$ cat src/rtl/sim_block_accum_pkg.sv
// Shared definitions for the similarity-score accumulators.
// Provides the score width, default accumulator/index widths and a saturating
// adder reused by the block, row and column accumulators.
package sim_block_accum_pkg;

  localparam int unsigned SCORE_W       = 8;
  localparam int unsigned SUM_W_DEFAULT = 16;
  localparam int unsigned IDX_W_DEFAULT = 8;

  // Saturating add clamped to 2^w-1 (w < 32).
  // Bit 32 of the result flags that the true sum exceeded the limit;
  // bits 31:0 carry the clamped sum.
  function automatic logic [32:0] sat_add(input logic [31:0] a,
                                          input logic [31:0] b,
                                          input int unsigned w);
    logic [32:0] s;
    logic [32:0] lim;
    s   = {1'b0, a} + {1'b0, b};
    lim = (33'd1 << w) - 33'd1;
    if (s > lim) begin
      return {1'b1, lim[31:0]};
    end
    return {1'b0, s[31:0]};
  endfunction

endpackage

$ cat src/rtl/sim_block_accum_best_tracker.sv
// Best-block tracker: keeps the largest block sum of the current frame and
// the index of the block that produced it. Ties keep the earliest block.
// Ports:
//   clk_i, rst_i    clock and synchronous active-high reset
//   clear_i         frame start; forgets the current best before any update
//   upd_valid_i     a block completed this cycle
//   upd_sum_i       final (saturated) sum of that block
//   upd_idx_i       index of that block
//   best_valid_o    at least one block seen since clear/reset
//   best_sum_o      largest sum so far
//   best_idx_o      index of that block
module sim_block_accum_best_tracker
  import sim_block_accum_pkg::*;
#(
  parameter int unsigned SUM_W = SUM_W_DEFAULT,
  parameter int unsigned IDX_W = IDX_W_DEFAULT
) (
  input  logic             clk_i,
  input  logic             rst_i,
  input  logic             clear_i,
  input  logic             upd_valid_i,
  input  logic [SUM_W-1:0] upd_sum_i,
  input  logic [IDX_W-1:0] upd_idx_i,
  output logic             best_valid_o,
  output logic [SUM_W-1:0] best_sum_o,
  output logic [IDX_W-1:0] best_idx_o
);

  logic             valid_q, valid_d;
  logic [SUM_W-1:0] sum_q, sum_d;
  logic [IDX_W-1:0] idx_q, idx_d;

  always_comb begin
    // A clear applies first so a block ending on the same cycle becomes best.
    valid_d = clear_i ? 1'b0 : valid_q;
    sum_d   = clear_i ? '0 : sum_q;
    idx_d   = clear_i ? '0 : idx_q;
    if (upd_valid_i && (!valid_d || (upd_sum_i > sum_d))) begin
      valid_d = 1'b1;
      sum_d   = upd_sum_i;
      idx_d   = upd_idx_i;
    end
  end

  always_ff @(posedge clk_i) begin
    if (rst_i) begin
      valid_q <= 1'b0;
      sum_q   <= '0;
      idx_q   <= '0;
    end else begin
      valid_q <= valid_d;
      sum_q   <= sum_d;
      idx_q   <= idx_d;
    end
  end

  assign best_valid_o = valid_q;
  assign best_sum_o   = sum_q;
  assign best_idx_o   = idx_q;

endmodule

$ cat src/rtl/sim_block_accum.sv
// Block accumulator for the per-pixel similarity stream.
// Sums 8-bit scores over blocks delimited by in_last, reports each block's
// saturated sum, index, threshold hit and saturation flag one cycle after the
// last beat, and tracks the best block of the frame.
// Ports:
//   clk, rst                 clock, synchronous active-high reset
//   frame_start              clears block index, accumulator and best tracker
//   in_valid/in_data/in_last score stream (in_last qualified by in_valid)
//   thr                      hit threshold, sampled on the last beat
//   out_valid                one-cycle result strobe
//   out_sum/idx/hit/sat      block result, held until the next block end
//   best_valid/sum/idx       best block of the current frame
module sim_block_accum
  import sim_block_accum_pkg::*;
#(
  parameter int unsigned SUM_W = SUM_W_DEFAULT,
  parameter int unsigned IDX_W = IDX_W_DEFAULT
) (
  input  logic               clk,
  input  logic               rst,
  input  logic               frame_start,
  input  logic               in_valid,
  input  logic [SCORE_W-1:0] in_data,
  input  logic               in_last,
  input  logic [SUM_W-1:0]   thr,
  output logic               out_valid,
  output logic [SUM_W-1:0]   out_sum,
  output logic [IDX_W-1:0]   out_idx,
  output logic               out_hit,
  output logic               out_sat,
  output logic               best_valid,
  output logic [SUM_W-1:0]   best_sum,
  output logic [IDX_W-1:0]   best_idx
);

  logic [SUM_W-1:0] acc_q, acc_d;
  logic             sat_q, sat_d;
  logic [IDX_W-1:0] idx_q, idx_d;
  logic             out_valid_q, out_valid_d;
  logic [SUM_W-1:0] out_sum_q, out_sum_d;
  logic [IDX_W-1:0] out_idx_q, out_idx_d;
  logic             out_hit_q, out_hit_d;
  logic             out_sat_q, out_sat_d;

  // Block state as seen after an optional frame_start clear.
  logic [SUM_W-1:0] base_acc;
  logic             base_sat;
  logic [IDX_W-1:0] base_idx;
  logic [32:0]      add_res;
  logic [SUM_W-1:0] sum_next;
  logic             sat_next;
  logic             blk_end;

  always_comb begin
    base_acc = frame_start ? '0 : acc_q;
    base_sat = frame_start ? 1'b0 : sat_q;
    base_idx = frame_start ? '0 : idx_q;
    add_res  = sat_add(32'(base_acc), 32'(in_data), SUM_W);
    sum_next = add_res[SUM_W-1:0];
    sat_next = base_sat | add_res[32];
    blk_end  = in_valid & in_last;

    acc_d       = base_acc;
    sat_d       = base_sat;
    idx_d       = base_idx;
    out_valid_d = 1'b0;
    out_sum_d   = out_sum_q;
    out_idx_d   = out_idx_q;
    out_hit_d   = out_hit_q;
    out_sat_d   = out_sat_q;

    if (blk_end) begin
      out_valid_d = 1'b1;
      out_sum_d   = sum_next;
      out_idx_d   = base_idx;
      out_hit_d   = (sum_next >= thr);
      out_sat_d   = sat_next;
      acc_d       = '0;
      sat_d       = 1'b0;
      idx_d       = base_idx + IDX_W'(1);
    end else if (in_valid) begin
      acc_d = sum_next;
      sat_d = sat_next;
    end
  end

  always_ff @(posedge clk) begin
    if (rst) begin
      acc_q       <= '0;
      sat_q       <= 1'b0;
      idx_q       <= '0;
      out_valid_q <= 1'b0;
      out_sum_q   <= '0;
      out_idx_q   <= '0;
      out_hit_q   <= 1'b0;
      out_sat_q   <= 1'b0;
    end else begin
      acc_q       <= acc_d;
      sat_q       <= sat_d;
      idx_q       <= idx_d;
      out_valid_q <= out_valid_d;
      out_sum_q   <= out_sum_d;
      out_idx_q   <= out_idx_d;
      out_hit_q   <= out_hit_d;
      out_sat_q   <= out_sat_d;
    end
  end

  sim_block_accum_best_tracker #(
    .SUM_W(SUM_W),
    .IDX_W(IDX_W)
  ) u_best_tracker (
    .clk_i       (clk),
    .rst_i       (rst),
    .clear_i     (frame_start),
    .upd_valid_i (blk_end),
    .upd_sum_i   (sum_next),
    .upd_idx_i   (base_idx),
    .best_valid_o(best_valid),
    .best_sum_o  (best_sum),
    .best_idx_o  (best_idx)
  );

  assign out_valid = out_valid_q;
  assign out_sum   = out_sum_q;
  assign out_idx   = out_idx_q;
  assign out_hit   = out_hit_q;
  assign out_sat   = out_sat_q;

endmodule

$ cat config.mk
export PLATFORM = sky130hd
export DESIGN_NAME = sim_block_accum
export DESIGN_NICKNAME = d
export VERILOG_FILES = /design/src/rtl/sim_block_accum_pkg.sv /design/src/rtl/sim_block_accum_best_tracker.sv /design/src/rtl/sim_block_accum.sv
export SDC_FILE = /design/constraint.sdc
export NUM_CORES = 1
export LEC_CHECK = 0
export CORE_AREA = 8 8 134 136
export CTS_CLUSTER_SIZE = 16
export DETAILED_ROUTE_END_ITERATION = 8
export DIE_AREA = 0 0 142 144
export GPL_ROUTABILITY_DRIVEN = 1
export SKIP_CTS_REPAIR_TIMING = 1
export SLEW_MARGIN = 20
export SYNTH_ARGS = -nofsm -noshare
export SYNTH_HDL_FRONTEND = slang
export SYNTH_SLANG_ARGS = --single-unit
$ cat constraint.sdc
create_clock -name clk -period 8.25 [get_ports clk]
set_clock_uncertainty 0.1 [all_clocks]
set_input_delay 2.0625 -clock clk [delete_from_list [all_inputs] [get_ports clk]]
set_output_delay 2.0625 -clock clk [all_outputs]
set_load 0.03 [all_outputs]
==> qor.tcl, run 1 <==
set qor(run_status) {complete, no violations}
set qor(period_minus_slack_ns) 6.912
set qor(post-route-worst-setup-slack_ns) 1.338
set qor(cts-root-to-sink-buffers) 2
set qor(drt_pass1_iterations) 4
set qor(grt-busiest-layer) {met2}
set qor(grt_start_max_net_pins) 68
set qor(clkLatencyLatePin_ns) 0.34
set qor(antenna_found_initial) 0
set qor(cp_top_family) {compound AO/OA/AOI/OAI gates}
set qor(timing.critical_path.arrival_ns) 7.04
set qor(chipHeight_um) 144
set qor(fp.dieArea_um2) 20450
set qor(drt_wl_total_mm) 13.46
set qor(synth-seq-area-share) 0.3323
set qor(finalHoldViolations) 0
set qor(clkSinkCount) 77
set qor(power.share.switching) 0.2611
set qor(synthCells) 570
set qor(synth_top_cells_by_area) {sky130_fd_sc_hd__dfxtp_1 (33%), sky130_fd_sc_hd__ha_1 (10%), sky130_fd_sc_hd__nor2_1 (6.4%)}
set qor(groute.layer.met1.usage) 0.1740
set qor(ys_types) 60
set qor(ctsRootBufferMaster) {sky130_fd_sc_hd__clkbuf_16}
set qor(initial_core_util) 0.2889
set qor(design.portCount) 81
set qor(layout_cells_excl_fill) 866
set qor(min_path_type) {register to register}
set qor(drt_iter0_drc) 213
set qor(power-per-cell-area_nw_per_um2) 167.3
set qor(yosys_register_bits) 77
set qor(mean_instance_size_in_the_synthesized_netlist_um2) 8.137
set qor(finalWeightedCongestion) 0.8486
set qor(synth_edf_count) 0
set qor(final_layout_size_suffix_gt1_frac) 0.08359
set qor(antennaDiodeCount) 0
set qor(crit_path_max_fanout) 50
set qor(slew_headroom) 0.4502
set qor(standard_cell_core_area_um2) 16050
set qor(routed_via_density) 4.679
set qor(final_worst_path_period_share) 0.8378
set qor(globalRouteMet2Util) 0.2182
set qor(seqPwrFrac) 0.387
set qor(path_cells) {clkdlybuf4s50_1 -> buf_4 -> nor2b_1 -> ha_1 -> o21ai_0 -> o21ai_0 -> a21oi_1 -> xnor2_1 -> nor2_1 -> inv_1 -> ha_1 -> a211oi_1 -> o21ai_0 -> a41oi_1 -> nand2_1 -> a31oi_1 -> a221oi_4 -> buf_4 -> mux2_4}
set qor(switching_power_mw) 0.2619
set qor(placedCellCount) 852
set qor(synth_area_leader_cell) {sky130_fd_sc_hd__dfxtp_1}
set qor(cell_area_synth_um2) 4638
set qor(setup_viol_count_final) 0
set qor(vdd.ir_drop.worst_v) 0.00009073
set qor(placed_area_um2) 5664
set qor(fill_cells) 1651
set qor(max_slew.worst_pin.slew_ns) 0.8221
set qor(worst_path_most_repeated_cell) {sky130_fd_sc_hd__o21ai_0}
set qor(mappedNetlistNets) 638
set qor(clock_tree_from_tritoncts) {yes}
set qor(internal_power_mw) 0.7409
set qor(wire_per_inst_um) 15.55
set qor(setup_tns_ns) 0
set qor(grt_remaining_overflow) 0
set qor(fin_area_um2) 5995
set qor(num_vias) 4052
set qor(route.antenna.remaining_nets) 0
set qor(route.detailed.drc) 0
set qor(dp.final_hpwl_mm) 10.11
set qor(rsz0062_at_grt) {false}
set qor(power_frac_comb) 0.160
set qor(first_global_vias) 4013
set qor(critPathKind) {input pin to register}
set qor(groute.usage.overall) 0.1341
set qor(dp_worst_setup_slack_ns) 0.9950
set qor(cp-end-kind) {register}
set qor(grt_pass1_wl_mm) 21.45
set qor(clk_transition_reported_paths_ns) 0.06
set qor(holdWs_ns) 0.3549
set qor(power_frac_clock) 0.453
set qor(leakagePower_nw) 2.337
set qor(fmax_mhz) 144.7
set qor(global_route.usage.met3) 0.02839
set qor(max_stage_delay_ns) 0.54
set qor(drv_cap) 0
set qor(synth_largest_type_area_fraction) 0.3323
set qor(ys.flop_type) {sky130_fd_sc_hd__dfxtp_1}
set qor(area_growth_pct) 29.24
set qor(crit_required_ns) 8.37
set qor(cts_inserted_buffers) 9
set qor(ys_async_sr_fraction) 0
set qor(slew_viol_final) 0
set qor(timing.critical_path.slowest_stage_cell) {sky130_fd_sc_hd__clkdlybuf4s50_1}
set qor(cts_htree_levels) 3
set qor(design.final.nets) 711
set qor(synth-warning-count) 0
set qor(rows) 47
set qor(floorplan.die.width_um) 142
set qor(portBuffers) 80
set qor(critPathBufInv) 4
set qor(cp-start-kind) {input pin}
## stage by stage
step	util	total power [mW]
3_5_place_dp	0.3528	0.5570
5_1_grt	0.3734	1.043
2_1_floorplan	-	0.4980
4_1_cts	0.3732	1.008
3_3_place_gp	0.3528	0.5575
6_report	0.3734	1.003
## state kept, by name, summed over array words and instances, names as in the netlist, 8 cells and up
signal                     flops
out_sum                       16
acc_q                         16
u_best_tracker.best_sum_o     16
u_best_tracker.best_idx_o      8
idx_q                          8
out_idx                        8
## synth_stat cells, drive strengths merged, types with 2 or more instances
| cell type | n |
|---|---|
| nor2 | 79 |
| dfxtp | 77 |
| nand2 | 63 |
| a21oi | 43 |
| ha | 38 |
| nand2b | 33 |
| inv | 31 |
| clkbuf | 25 |
| o21ai | 19 |
| mux2i | 18 |
| nor2b | 18 |
| nor3 | 16 |
| a211oi | 12 |
| mux2 | 12 |
| nand4 | 10 |
| nand3 | 6 |
| or2 | 6 |
| xnor2 | 6 |
| xor2 | 6 |
| a31oi | 5 |
| and3 | 4 |
| buf | 4 |
| a21o | 3 |
| a22o | 3 |
| a2bb2oi | 2 |
| a311oi | 2 |
| a41oi | 2 |
| and2 | 2 |
| nand3b | 2 |
| o211ai | 2 |
| o22ai | 2 |
## layout by cell type, fill, tap and decap left out, drive strengths merged, types with 2 or more instances in the layout
master         count
mux2i             18
nand3b             2
clkdlybuf4s50     79
o22ai              2
nor2              79
a2bb2oi            2
o21ai             19
a31oi              5
xnor2              6
nand2             63
nor2b             18
a211oi            12
mux2              12
nand4             10
clkbuf            10
inv               31
xor2               6
nand2b            33
nor3              16
dfxtp             77
buf               12
a22o               3
bufinv             3
and3               4
a41oi              2
a311oi             2
nand3              6
ha                38
or2                6
o211ai             2
and2               2
a21o               3
a21oi             43
## kinds of logic (layout without fill, tap and decap cells)
kind of cell | count (synthesis) | count (layout) | share of synthesized area
and+or+nand+nor | 245 | 245 | 0.2563
AOI/OAI and AO/OA | 106 | 106 | 0.1551
DFF | 77 | 77 | 0.3323
buffers and inverters | 60 | 136 | 0.05260
adders and majority gates | 40 | 40 | 0.1090
muxes | 30 | 30 | 0.07203
xor gates and xnor gates | 12 | 12 | 0.02266
## power groups by stage
stage | registers [mW] | logic, mW | clock network, mW
3_5_place_dp | 0.397 | 0.160 | 0
2_1_floorplan | 0.408 | 0.0902 | 0
6_report | 0.388 | 0.160 | 0.454
3_3_place_gp | 0.397 | 0.161 | 0
4_1_cts | 0.388 | 0.161 | 0.459
5_1_grt | 0.389 | 0.177 | 0.477
## area by class of cell
cell class	instances	area, um2	share of cell area
multi-input combinational	433	2855	0.4763
timing repair buffer	91	878.3	0.1465
clock buffer	10	229.0	0.03820
sequential	77	1541	0.2571
inverter	31	116.4	0.01941
clock inverter	4	98.84	0.01649
tap	220	275.3	0.04592
## worst register-to-register path: cells and delay by family (launching register included)
kind | cells | cell delay [ns]
buffers and inverters | 4 | 0.69
muxes | 1 | 0.38
DFF | 1 | 0.33
AOI/OAI and AO/OA | 5 | 1.38
adders and majority gates | 3 | 0.86
and+or+nand+nor | 6 | 1.07
## worst paths after layout
path	from	end	slack [ns]	cells past startpoint
max reg2reg	acc_q[0]	u_best_tracker.best_sum_o[3]	3.34	19
max	frame_start	u_best_tracker.best_sum_o[14]	1.34	19
min reg2reg	out_idx[7]	out_idx[7]	0.35	2
min	out_idx[7]	out_idx[7]	0.35	2
## routing by layer
layer,wire (um),up-vias
li1,-,2102
met3,657,8
met1,6363,1864
met5,0,-
met4,131,0
met2,6309,78
Note: power is estimated with default switching activity, not from simulation.
==> inputs of run 2 (changes only) <==
==> constraint.sdc (replaced) <==
create_clock -name clk -period 7.2 [get_ports clk]
set_clock_uncertainty 0.1 [all_clocks]
set_input_delay 1.8 -clock clk [delete_from_list [all_inputs] [get_ports clk]]
set_output_delay 1.8 -clock clk [all_outputs]
set_load 0.03 [all_outputs]
==> qor.tcl, run 2 (synthesis gave the netlist of run 1 again) <==
set qor(run_status) {complete, no violations}
set qor(grt_pass1_wl_mm) 21.37 ;# -0.35%
set qor(rows) 47 ;# unchanged
set qor(rsz0062_at_grt) {false}
set qor(leakagePower_nw) 2.319 ;# -0.77%
set qor(ctsRootBufferMaster) {sky130_fd_sc_hd__clkbuf_16}
set qor(fill_cells) 1647 ;# -0.24%
set qor(clock_tree_from_tritoncts) {yes}
set qor(critPathKind) {input pin to register}
set qor(fp.dieArea_um2) 20450 ;# unchanged
set qor(first_global_vias) 3956 ;# -1.4%
set qor(area_growth_pct) 28.68
set qor(power_frac_comb) 0.177 ;# +0.017
set qor(seqPwrFrac) 0.423 ;# +0.036
set qor(setup_viol_count_final) 0 ;# unchanged
set qor(crit_path_max_fanout) 19 ;# -62%
set qor(power-per-cell-area_nw_per_um2) 175.8 ;# +5.1%
set qor(cp-start-kind) {input pin}
set qor(drt_pass1_iterations) 4 ;# unchanged
set qor(design.portCount) 81 ;# unchanged
set qor(drv_cap) 0 ;# unchanged
set qor(grt_remaining_overflow) 0 ;# unchanged
set qor(standard_cell_core_area_um2) 16050 ;# unchanged
set qor(portBuffers) 80 ;# unchanged
set qor(initial_core_util) 0.2889 ;# unchanged
set qor(grt_start_max_net_pins) 68 ;# unchanged
set qor(route.detailed.drc) 0 ;# unchanged
set qor(wire_per_inst_um) 15.47 ;# -0.46%
set qor(layout_cells_excl_fill) 871 ;# +0.58%
set qor(clk_transition_reported_paths_ns) 0.06 ;# about the same
set qor(cp-end-kind) {register}
set qor(clkLatencyLatePin_ns) 0.33 ;# about the same
set qor(clkSinkCount) 77 ;# unchanged
set qor(power.share.switching) 0.2852 ;# +0.02406
set qor(slew_viol_final) 0 ;# unchanged
set qor(finalWeightedCongestion) 0.9099 ;# +7.2%
set qor(antenna_found_initial) 0 ;# unchanged
set qor(final_layout_size_suffix_gt1_frac) 0.08756 ;# +0.003966
set qor(cts_htree_levels) 3 ;# unchanged
set qor(placed_area_um2) 5699 ;# +0.62%
set qor(drt_wl_total_mm) 13.48 ;# +0.11%
set qor(holdWs_ns) 0.3595 ;# +0.004614 ns
set qor(cts_inserted_buffers) 9 ;# unchanged
set qor(dp.final_hpwl_mm) 10.24 ;# +1.3%
set qor(slew_headroom) 0.2949 ;# -0.1553
set qor(dp_worst_setup_slack_ns) 0.4421 ;# -0.5529 ns
set qor(final-seq-area_um2) 1541 ;# unchanged
set qor(design.final.nets) 714 ;# +0.42%
set qor(period_minus_slack_ns) 6.439
set qor(post-route-worst-setup-slack_ns) 0.7612 ;# -0.5765 ns
set qor(finalPower_mw) 1.049 ;# +4.6%
set qor(max_slew.worst_pin.slew_ns) 1.054 ;# +0.2316 ns
set qor(fin_area_um2) 5968 ;# -0.44%
set qor(internal_power_mw) 0.7499 ;# +1.2%
set qor(route.antenna.remaining_nets) 0 ;# unchanged
set qor(final_worst_path_period_share) 0.8943
set qor(placedCellCount) 855 ;# +0.35%
set qor(setup_tns_ns) 0 ;# unchanged
set qor(timing.critical_path.arrival_ns) 6.57 ;# -0.47 ns
set qor(layout.cells.most_common_list) {sky130_fd_sc_hd__nor2_1 (79), sky130_fd_sc_hd__clkdlybuf4s50_1 (79), sky130_fd_sc_hd__dfxtp_1 (77), sky130_fd_sc_hd__nand2_1 (63), sky130_fd_sc_hd__a21oi_1 (43)}
set qor(chipHeight_um) 144 ;# unchanged
set qor(footprint_of_the_multi_input_gates_um2) 2853 ;# about the same
set qor(routed_via_density) 4.718 ;# +0.82%
set qor(vdd.ir_drop.worst_v) 0.00008610 ;# -5.1%
set qor(utilization) 0.3718 ;# -0.001637
set qor(power_frac_clock) 0.399 ;# -0.054
set qor(fmax_mhz) 155.3
set qor(finalHoldViolations) 0 ;# unchanged
set qor(groute.usage.overall) 0.1330 ;# -0.001051
set qor(drt_iter0_drc) 266 ;# +25%
set qor(min_path_type) {register to register}
set qor(crit_required_ns) 7.33 ;# -1.04 ns
set qor(antennaDiodeCount) 0 ;# unchanged
set qor(cts-root-to-sink-buffers) 2 ;# unchanged
set qor(switching_power_mw) 0.2992 ;# +14%
set qor(floorplan.die.width_um) 142 ;# unchanged
set qor(num_vias) 4109 ;# +1.4%
-- run 2: changes by cell type in the layout (fill, tap and decap cells not counted) --
| cell | previous run | this run |
|---|---|---|
| sky130_fd_sc_hd__nor2_1 | 78 | 79 |
| sky130_fd_sc_hd__clkinv_2 | 0 | 1 |
| sky130_fd_sc_hd__clkinv_4 | 1 | 0 |
| sky130_fd_sc_hd__inv_6 | 0 | 1 |
| sky130_fd_sc_hd__buf_4 | 11 | 13 |
| sky130_fd_sc_hd__nor2_2 | 1 | 0 |
| sky130_fd_sc_hd__bufinv_16 | 3 | 0 |
| sky130_fd_sc_hd__clkinvlp_4 | 0 | 3 |
| sky130_fd_sc_hd__clkbuf_1 | 1 | 2 |
| sky130_fd_sc_hd__buf_12 | 0 | 1 |
-- run 2: power groups by stage --
| stage | registers (mW) | clock network (mW) | logic [mW] |
|---|---|---|---|
| after CTS | 0.445 | 0.430 | 0.187 |
| after global placement | 0.454 | 0 | 0.186 |
| after global routing | 0.446 | 0.447 | 0.204 |
| after detailed placement | 0.454 | 0 | 0.186 |
| after floorplan | 0.467 | 0 | 0.103 |
| final | 0.444 | 0.419 | 0.186 |
-- run 2: area by class of cell --
cell class	instances	share of cell area
multi-input cells	433	0.4780
well taps	220	0.04612
flip-flops and latches	77	0.2583
clock inverters	5	0.006080
inverters	31	0.01950
repair buffers	94	0.1530
clock buffers	11	0.03899
-- run 2: path summary, 6_finish.rpt --
| path | from | to | slack, ns | cells past startpoint |
|---|---|---|---|---|
| worst max register to register | acc_q[0] | u_best_tracker.best_sum_o[0] | 2.48 | 19 |
| worst min register to register | out_idx[6] | out_idx[6] | 0.36 | 2 |
| worst min-delay path | out_idx[6] | out_idx[6] | 0.36 | 2 |
| worst max-delay path | frame_start | u_best_tracker.best_sum_o[0] | 0.76 | 19 |
-- run 2: per-layer routing --
metal,wire length (um),track usage
met1,6399,0.1713
met2,6288,0.2192
met3,614,0.02806
met4,175,0.03844
met5,0,0
-- run 2: worst max-delay path: stages --
cell and delay, ns:
sky130_fd_sc_hd__clkdlybuf4s50_1 0.49, sky130_fd_sc_hd__buf_4 0.21, sky130_fd_sc_hd__nand2b_1 0.17, sky130_fd_sc_hd__inv_1 0.07, sky130_fd_sc_hd__ha_1 0.29, sky130_fd_sc_hd__a211oi_1 0.30
sky130_fd_sc_hd__o21ai_0 0.16, sky130_fd_sc_hd__a21oi_1 0.54, sky130_fd_sc_hd__nor2_1 0.16, sky130_fd_sc_hd__mux2_2 0.38, sky130_fd_sc_hd__ha_1 0.31, sky130_fd_sc_hd__o21ai_0 0.07
sky130_fd_sc_hd__o21ai_0 0.15, sky130_fd_sc_hd__a41oi_1 0.17, sky130_fd_sc_hd__nand2_1 0.09, sky130_fd_sc_hd__a31oi_1 0.06, sky130_fd_sc_hd__a221oi_4 0.52, sky130_fd_sc_hd__buf_12 0.25
sky130_fd_sc_hd__mux2_2 0.34
